File: src/rtl/store_buffer_pkg.sv
// Shared RV32 funct3 encodings and the buffered-store entry layout.
package store_buffer_pkg;

  localparam logic [2:0] SB  = 3'b000;
  localparam logic [2:0] SH  = 3'b001;
  localparam logic [2:0] SW  = 3'b010;
  localparam logic [2:0] LB  = 3'b000;
  localparam logic [2:0] LH  = 3'b001;
  localparam logic [2:0] LW  = 3'b010;
  localparam logic [2:0] LBU = 3'b100;
  localparam logic [2:0] LHU = 3'b101;

  typedef struct packed {
    logic [31:0] addr;
    logic [31:0] data;
    logic [2:0]  funct3;
  } sb_entry_t;

endpackage

File: src/rtl/store_buffer_fifo.sv
// Circular entry storage for the store buffer: wrapping head/tail pointers
// plus an occupancy count one bit wider than the pointers.
module store_buffer_fifo
  import store_buffer_pkg::*;
#(
  parameter int DEPTH = 4
) (
  input  logic                  clk,
  input  logic                  rst_n,
  input  logic                  push,
  input  sb_entry_t             push_entry,
  input  logic                  pop,
  output sb_entry_t             head_entry,
  output sb_entry_t             youngest_entry,
  output sb_entry_t [DEPTH-1:0] entries,
  output logic [DEPTH-1:0]      valid,
  output logic                  full,
  output logic                  empty
);

  localparam int PW = $clog2(DEPTH);
  localparam int CW = PW + 1;

  sb_entry_t [DEPTH-1:0] mem_q, mem_d;
  logic [PW-1:0]         head_q, head_d;
  logic [PW-1:0]         tail_q, tail_d;
  logic [CW-1:0]         count_q, count_d;
  logic [PW-1:0]         offset;
  logic [PW-1:0]         youngest_idx;

  always_comb begin
    mem_d   = mem_q;
    head_d  = head_q;
    tail_d  = tail_q;
    count_d = count_q;
    if (push) begin
      mem_d[tail_q] = push_entry;
      tail_d        = tail_q + PW'(1);
    end
    if (pop) begin
      head_d = head_q + PW'(1);
    end
    case ({push, pop})
      2'b10:   count_d = count_q + CW'(1);
      2'b01:   count_d = count_q - CW'(1);
      default: count_d = count_q;
    endcase
  end

  // A slot is live when its distance from the head is below the occupancy.
  always_comb begin
    offset = '0;
    valid  = '0;
    for (int i = 0; i < DEPTH; i++) begin
      offset   = PW'(i) - head_q;
      valid[i] = {1'b0, offset} < count_q;
    end
  end

  always_comb begin
    youngest_idx   = tail_q - PW'(1);
    head_entry     = mem_q[head_q];
    youngest_entry = mem_q[youngest_idx];
    entries        = mem_q;
    full           = (count_q == CW'(DEPTH));
    empty          = (count_q == '0);
  end

  always_ff @(posedge clk or negedge rst_n) begin
    if (!rst_n) begin
      head_q  <= '0;
      tail_q  <= '0;
      count_q <= '0;
    end else begin
      head_q  <= head_d;
      tail_q  <= tail_d;
      count_q <= count_d;
    end
  end

  always_ff @(posedge clk) begin
    mem_q <= mem_d;
  end

endmodule

File: src/rtl/store_buffer.sv
// MEM-stage store buffer: queues aligned stores, drains them when the port is
// free, stalls hazarding loads. Define STORE_BUFFER_FWD_EN for SW->LW forwarding.
module store_buffer
  import store_buffer_pkg::*;
#(
  parameter int DEPTH = 4
) (
  input  logic        iClk,
  input  logic        iRstN,
  input  logic        iReqValid,
  output logic        oReqReady,
  input  logic        iReqWrite,
  input  logic [31:0] iReqAddr,
  input  logic [31:0] iReqData,
  input  logic [2:0]  iReqFunct3,
  output logic        oRspValid,
  output logic [31:0] oRspData,
  output logic        oFault,
  output logic [31:0] oMemAddr,
  output logic [31:0] oMemWriteData,
  output logic [2:0]  oMemFunct3,
  output logic        oMemWrite,
  output logic        oMemRead,
  input  logic [31:0] iMemReadData,
  output logic        oEmpty
);

  sb_entry_t             push_entry;
  sb_entry_t             head_entry;
  sb_entry_t             youngest_entry;
  sb_entry_t [DEPTH-1:0] entries;
  logic [DEPTH-1:0]      valid;
  logic                  full, empty;
  logic                  push, drain, accept;
  logic                  misaligned, bad_funct3, fault_req;
  logic                  hazard, fwd_hit;
  logic                  is_load, load_mem, load_fwd;
  logic                  rsp_valid_q, rsp_valid_d;
  logic                  fault_q, fault_d;
  logic [31:0]           rsp_data_q, rsp_data_d;
  logic                  unused_entry_bits;

  store_buffer_fifo #(.DEPTH(DEPTH)) u_fifo (
    .clk            (iClk),
    .rst_n          (iRstN),
    .push           (push),
    .push_entry     (push_entry),
    .pop            (drain),
    .head_entry     (head_entry),
    .youngest_entry (youngest_entry),
    .entries        (entries),
    .valid          (valid),
    .full           (full),
    .empty          (empty)
  );

  assign unused_entry_bits = ^{entries, youngest_entry};

  always_comb begin
    misaligned = 1'b0;
    bad_funct3 = 1'b0;
    if (iReqWrite) begin
      case (iReqFunct3)
        SB:      misaligned = 1'b0;
        SH:      misaligned = iReqAddr[0];
        SW:      misaligned = |iReqAddr[1:0];
        default: bad_funct3 = 1'b1;
      endcase
    end else begin
      case (iReqFunct3)
        LB, LBU: misaligned = 1'b0;
        LH, LHU: misaligned = iReqAddr[0];
        LW:      misaligned = |iReqAddr[1:0];
        default: bad_funct3 = 1'b1;
      endcase
    end
    fault_req = misaligned || bad_funct3;
  end

  // Word-granular (addr[11:2]) match against every live entry.
  always_comb begin
    hazard = 1'b0;
    for (int i = 0; i < DEPTH; i++) begin
      if (valid[i] && (entries[i].addr[11:2] == iReqAddr[11:2])) begin
        hazard = 1'b1;
      end
    end
  end

`ifdef STORE_BUFFER_FWD_EN
  assign fwd_hit = !empty && (iReqFunct3 == LW) && (youngest_entry.funct3 == SW) &&
                   (youngest_entry.addr[31:2] == iReqAddr[31:2]);
`else
  assign fwd_hit = 1'b0;
`endif

  // Loads own the memory port; the head drains only when no load reads.
  always_comb begin
    is_load  = iReqValid && !iReqWrite && !fault_req;
    load_mem = is_load && !hazard;
    load_fwd = is_load && hazard && fwd_hit;
    drain    = !empty && !load_mem;
    if (fault_req) begin
      oReqReady = 1'b1;
    end else if (iReqWrite) begin
      oReqReady = !full || drain;
    end else begin
      oReqReady = !hazard || fwd_hit;
    end
    accept     = iReqValid && oReqReady;
    push       = accept && iReqWrite && !fault_req;
    push_entry = '{addr: iReqAddr, data: iReqData, funct3: iReqFunct3};
  end

  always_comb begin
    oMemAddr      = '0;
    oMemWriteData = '0;
    oMemFunct3    = '0;
    oMemWrite     = 1'b0;
    oMemRead      = 1'b0;
    if (load_mem) begin
      oMemAddr   = iReqAddr;
      oMemFunct3 = iReqFunct3;
      oMemRead   = 1'b1;
    end else if (drain) begin
      oMemAddr      = head_entry.addr;
      oMemWriteData = head_entry.data;
      oMemFunct3    = head_entry.funct3;
      oMemWrite     = 1'b1;
    end
  end

  always_comb begin
    rsp_valid_d = accept && (fault_req || !iReqWrite);
    fault_d     = accept && fault_req;
    rsp_data_d  = rsp_data_q;
    if (accept && fault_req) begin
      rsp_data_d = '0;
    end else if (load_fwd) begin
      rsp_data_d = youngest_entry.data;
    end else if (load_mem) begin
      rsp_data_d = iMemReadData;
    end
  end

  always_ff @(posedge iClk or negedge iRstN) begin
    if (!iRstN) begin
      rsp_valid_q <= 1'b0;
      fault_q     <= 1'b0;
      rsp_data_q  <= '0;
    end else begin
      rsp_valid_q <= rsp_valid_d;
      fault_q     <= fault_d;
      rsp_data_q  <= rsp_data_d;
    end
  end

  assign oRspValid = rsp_valid_q;
  assign oFault    = fault_q;
  assign oRspData  = rsp_data_q;
  assign oEmpty    = empty;

endmodule

File: config.mk
export PLATFORM = sky130hd
export DESIGN_NAME = store_buffer
export DESIGN_NICKNAME = d
export VERILOG_FILES = /design/src/rtl/store_buffer_pkg.sv /design/src/rtl/store_buffer_fifo.sv /design/src/rtl/store_buffer.sv
export SDC_FILE = /design/constraint.sdc
export NUM_CORES = 1
export LEC_CHECK = 0
export CELL_PAD_IN_SITES_DETAIL_PLACEMENT = 0
export CELL_PAD_IN_SITES_GLOBAL_PLACEMENT = 1
export CORE_MARGIN = 8
export CORE_UTILIZATION = 49
export CTS_BUF_LIST = sky130_fd_sc_hd__clkbuf_16
export DETAILED_ROUTE_END_ITERATION = 10
export GPL_TIMING_DRIVEN = 0
export PLACE_DENSITY = 0.91
export SYNTH_ARGS = -nofsm -noshare
export SYNTH_HDL_FRONTEND = slang
export SYNTH_SLANG_ARGS = --single-unit
File: constraint.sdc
create_clock -name iClk -period 6.1 [get_ports iClk]
set_input_delay 1.83 -clock iClk [delete_from_list [all_inputs] [get_ports iClk]]
set_output_delay 1.83 -clock iClk [all_outputs]
set_load 0.01 [all_outputs]
Word-level counts from Yosys, hierarchy flattened
Index checks and enable logic that the tools add are counted.

Add/sub/neg operators: 8. Magnitude comparators: 7. Eq/ne operators: 11. Multiplexer cells: 29. Reductions and logical operators: 31.

Operator list (count): $bwmux 268 (1); $mux 32 (6); $bmux 67 s2 (1); $demux 67 s2 (1); $mux 67 (2); $eq 10x10->1 (4); $logic_and 1x1->1 (14); $mux 1 (13); $lt 2x3->1 (4); $eq 3x3->1 const B (3); $logic_not 1->1 (6); $logic_not 3->1 (2); $lt 2x3->1 const B (2); $mux 3 (2); $pmux 3 s2 (1); $reduce_or 5->1 (1); $add 2x1->2 const B (2); $pmux 1 s2 (2); $reduce_bool 2->1 (2); $reduce_or 2->1 (2); $sub 1x2->2 const A (2); $sub 2x2->2 const A (2); $add 3x1->3 const B (1); $eq 3x1->1 const B (1); 7 further kinds (9).

Register bits after elaboration: 309. Input bits: 103. Logic and storage cells: 104.

Logic depth before layout (Yosys ltp)
Depth in word-level cells: 19. Mapped depth: 17.

Hierarchy
From an unflattened synthesis, not the netlist that was laid out.

Cells, all modules: 808. Area total of the unflattened synthesis: 14759.2 µm².

By module, submodules not included: store_buffer_fifo (times used 1, cells an instance 488, area each 11826.3 µm²); store_buffer (times used 1, cells an instance 320, area each 2932.8 µm²).

Least setup slack after synthesis
Ideal clock, no wire load.

Kind: input port to output port. Start: input port iReqAddr[3]. End: output port oMemAddr[10]. Arrival time: 3.567 ns. Setup slack: 0.703 ns. Stages on the path: 9. Path buffers: 3. Path through: buf_2 -> xor2_1 -> nor4_1 -> o21ai_1 -> o41ai_4 -> nor3_2 -> buf_6 -> buf_6 -> mux2i_1.

Longest elaborated chain between the ends: 12. Elaborated cells on any way between the ends: 18. Those cells by class: 4 x eq/ne; 6 x mux; 8 x reduce/logical.

Ends and longest elaborated chain: start, declared (RTL line store_buffer.sv:13) `input logic [31:0] iReqAddr,`; $eq 10x10->1 (RTL line store_buffer.sv:84) `if (valid[i] && (entries[i].addr[11:2] == iReqAddr[11:2])) begin`; $logic_and 1x1->1 (RTL line store_buffer.sv:84); $mux 1 (3 in a row) (RTL line store_buffer.sv:84); $mux 1 (*) (RTL line store_buffer.sv:84); $logic_not 1->1 (*) (RTL line store_buffer.sv:100) `load_mem = is_load && !hazard;`; $logic_and 1x1->1 (*) (RTL line store_buffer.sv:100); $logic_not 1->1 (RTL line store_buffer.sv:102) `drain = !empty && !load_mem;`; $logic_and 1x1->1 (RTL line store_buffer.sv:102); $mux 32 (RTL line store_buffer.sv:125) `end else if (drain) begin`; $mux 32 (*) (RTL line store_buffer.sv:121) `if (load_mem) begin`; end, declared (RTL line store_buffer.sv:19) `output logic [31:0] oMemAddr,`.

Mark *: on every way between the ends. The rest lies on a longest branch, timed or not.

Worst setup path in the final report
Start: input port iReqAddr[3]. End: output port oMemWriteData[14].

Longest elaborated chain between the ends: 12. Elaborated cells on any way between the ends: 18. Those cells by class: 4 x eq/ne; 6 x mux; 8 x reduce/logical.

Ends and longest elaborated chain: $eq 10x10->1 (RTL line store_buffer.sv:84); $logic_and 1x1->1 (RTL line store_buffer.sv:84); $mux 1 (3 in a row) (RTL line store_buffer.sv:84); $mux 1 (*) (RTL line store_buffer.sv:84); $logic_not 1->1 (*) (RTL line store_buffer.sv:100); $logic_and 1x1->1 (*) (RTL line store_buffer.sv:100); $logic_not 1->1 (RTL line store_buffer.sv:102); $logic_and 1x1->1 (RTL line store_buffer.sv:102); $mux 32 (RTL line store_buffer.sv:125); $mux 32 (*) (RTL line store_buffer.sv:121); end, declared (RTL line store_buffer.sv:20) `output logic [31:0] oMemWriteData,`.

Marks and branches as above.

==> results.yml <==
run_status:
  status: "completed"
clocking:
  cts-htree-levels: 2
  hold_buffers: 0
  cts_buffer_depth: 3
  cts_root_buffer: "clkbuf_16"
  cts.sinks: 309
  cts_buffers: 35
  tritoncts: "built"
  clkTransAtPathRegs_ns: 0.05
  clock_latency_ns: 0.51
power:
  p_seq_share_pct: 37.1
  powerDensity_mw_per_mm2: 391
  clockPowerShare_pct: 29.2
  sw_frac_of_total_pct: 29.7
  comb_power_share_pct: 33.8
  power_switching_mw: 1.97
  power_mw: 6.63
  p_int_mw: 4.66
  p_leak_nw: 6.37
  worst_ir_drop_vdd_mv: 0.279
layout:
  nNetsFinal: 1139
  final_core_util_pct: 64.9
  fill_cells: 1852
  syn2layout_area_growth_pct: 29.8
  drive_above_1_share_pct: 21.2
  final_cell_mix: "edfxtp_1 (268), clkdlybuf4s50_1 (122), inv_1 (88)"
  final_area_mm2: 0.0170
  finalNonFillerCells: 1388
  final_common_cell: "edfxtp_1"
routing:
  ant_nets: 0
  drt_iter0_markers: 381
  post-route-drc-count: 0
  viasPerCell: 5.27
  wire_per_inst_um: 21.3
  via_count: 7313
  firstDrtPassIters: 4
  routed_wl_um: 29600
floorplanning:
  initial_core_util_pct: 50.0
  core-area_mm2: 0.0261
  die_h_um: 179
  ioPinCount: 208
  rows: 59
  fp.dieW_um: 179
  die_area_mm2: 0.0321
worst_hold_path:
  holdCritPathClass: "reg2reg"
  holdCritStartpoint: "oRspData[19]"
yosys:
  yosys_warnings: 0
  yosysSeqAreaShare_pct: 69.5
  syn_area_mm2: 0.0131
  synth-seq-cells: 309
  syn_inst: 766
  synth-async-reset-ratio_pct: 13.3
  synth_fp_nets: 879
  yosysUniqueCellTypes: 35
  synth_edf_count: 268
  synth_area_leaders: "edfxtp_1 (62%), mux4_2 (12%), dfrtp_1 (7.9%), mux2i_1 (5.1%), xor2_1 (2.3%)"
  avgSynthCellArea_um2: 17.1
  yosysTopAreaCell: "edfxtp_1"
  synthFlopType: "edfxtp_1"
  synth_top_area_share_pct: 61.6
sta:
  worst_slew_pin_slew_ns: 0.896
  setup_ws_ns: 0.0683
  fin_crit_sh_pct: 98.9
  clock_skew_ns: 0.0231
  finalSetupViolations: 0
  drv_slew: 0
  fmax_mhz: 166
  rsz0062_at_grt: "yes"
  hold_violations: 0
  fin_crit_ns: 6.03
  relSlewSlack_pct: 40.3
grt:
  grt_max_degree: 57
  grt_pass1_vias: 7780
  gr-total-overflow: 0
  grtUsageTotal_pct: 18.7
  grt_pass1_wl_um: 45300
  antenna_found_initial: 6
worst_setup_path:
  path_max_fanout: 10
  worstPathArrival_ns: 4.20
  cp-startpoint: "iReqAddr[3]"
  crit_required_ns: 4.27
  reg2reg_slack_ns: 2.05
  cp-start-kind: "primary input"
  critPathKind: "in2out"
  r2r-start: "u_fifo.head_q[1]"
  end_kind: "output port"
placed_design:
  dp_hpwl_um: 19500
  place_ws_ns: -0.928
  gp_congestion: 0.789
  dp_cells: 1313
  post_dp_cell_area_mm2: 0.0157
  port_buffers: 207
run:
  drv_cap: 0
==> path summary, 6_finish.rpt <==
path,endpoint,depth (start not counted)
setup / recovery,oMemWriteData[14],12
hold / removal,oRspData[19],2
setup reg to reg,u_fifo.count_q[2],18
hold reg to reg,oRspData[19],2
max in group asynchronous,u_fifo.tail_q[0],2
min in group asynchronous,oRspData[28],1
==> flip-flops by register name, summed over array words and instances (netlist names) <==
name            count
u_fifo.entries    268
oRspData           32
u_fifo.count_q      3
u_fifo.head_q       2
u_fifo.tail_q       2
oFault              1
oRspValid           1
==> what timing repair did <==
action,in CTS,in global routing
pin swaps,11,7
gates resized for setup,157,87
setup endpoints to repair,70,68
setup buffers,11,0
==> area by class of cell <==
type                       instances  area [µm²]  share of cell area, %
clock inverter                    25         170                   1.00
multi-input combinational        336        3660                   21.6
clock buffer                      36         901                   5.31
sequential                       309        9070                   53.5
inverter                          78         293                   1.73
timing repair buffer             223        2150                   12.7
antenna                            3        7.51                 0.0443
buffer                            43         285                   1.68
tap                              335         419                   2.47
==> metal layers <==
metal  vias to the layer above  share of wire [%]  track usage [%]
met2                       243                 48             31.4
met3                        52                8.6             6.23
met4                         6                1.9             4.79
met5                         -               0.14                0
li1                       3351                  -                -
met1                      3661                 41             23.0
==> cell families after synthesis <==
family | count (synthesis) | share of synthesized area (%)
flops | 309 | 69.5
mux | 134 | 16.7
buf+inv | 121 | 3.83
compound gates | 18 | 1.26
fa+ha+maj | 10 | 1.02
xor+xnor | 47 | 3.15
simple gates | 127 | 4.61
==> cells in the mapped netlist, types with 6 or more instances <==
master / count
mux2i_1: 67
xnor2_1: 13
ha_1: 9
dfrtp_1: 41
clkbuf_1: 20
nand2_1: 72
xor2_1: 34
nor2_1: 6
nor4_1: 6
mux4_2: 67
buf_2: 19
inv_1: 78
edfxtp_1: 268
nor2b_1: 32
==> through the flow <==
step                      TNS [ns]  hold WS (ns)
after global routing       -0.0142         0.541
final                            0         0.518
after CTS                        0         0.524
after floorplan                  0         0.463
after detailed placement    -52.31         0.515
after global placement     -171.25         0.489
==> critical path: stages <==
cell           delay (ns)
dlygate4sd2_1        0.28
buf_4                0.17
xor2_1               0.17
nor4_2               0.33
o21ai_1              0.16
o41ai_4              0.22
buf_4                0.20
o31ai_4              0.10
buf_12               0.15
clkbuf_8             0.17
nor2b_1              0.12
dlygate4sd2_1        0.28
==> power by group through the flow <==
stage | Clock (mW) | Combinational (mW) | Sequential, mW
finish | 1.93 | 2.24 | 2.46
global route | 2.07 | 2.43 | 2.47
CTS | 1.99 | 2.28 | 2.46
detailed placement | 0 | 2.36 | 2.50
global placement | 0 | 2.32 | 2.50
floorplan | 0 | 1.28 | 2.50
Note: power is estimated with default switching activity, not from simulation.
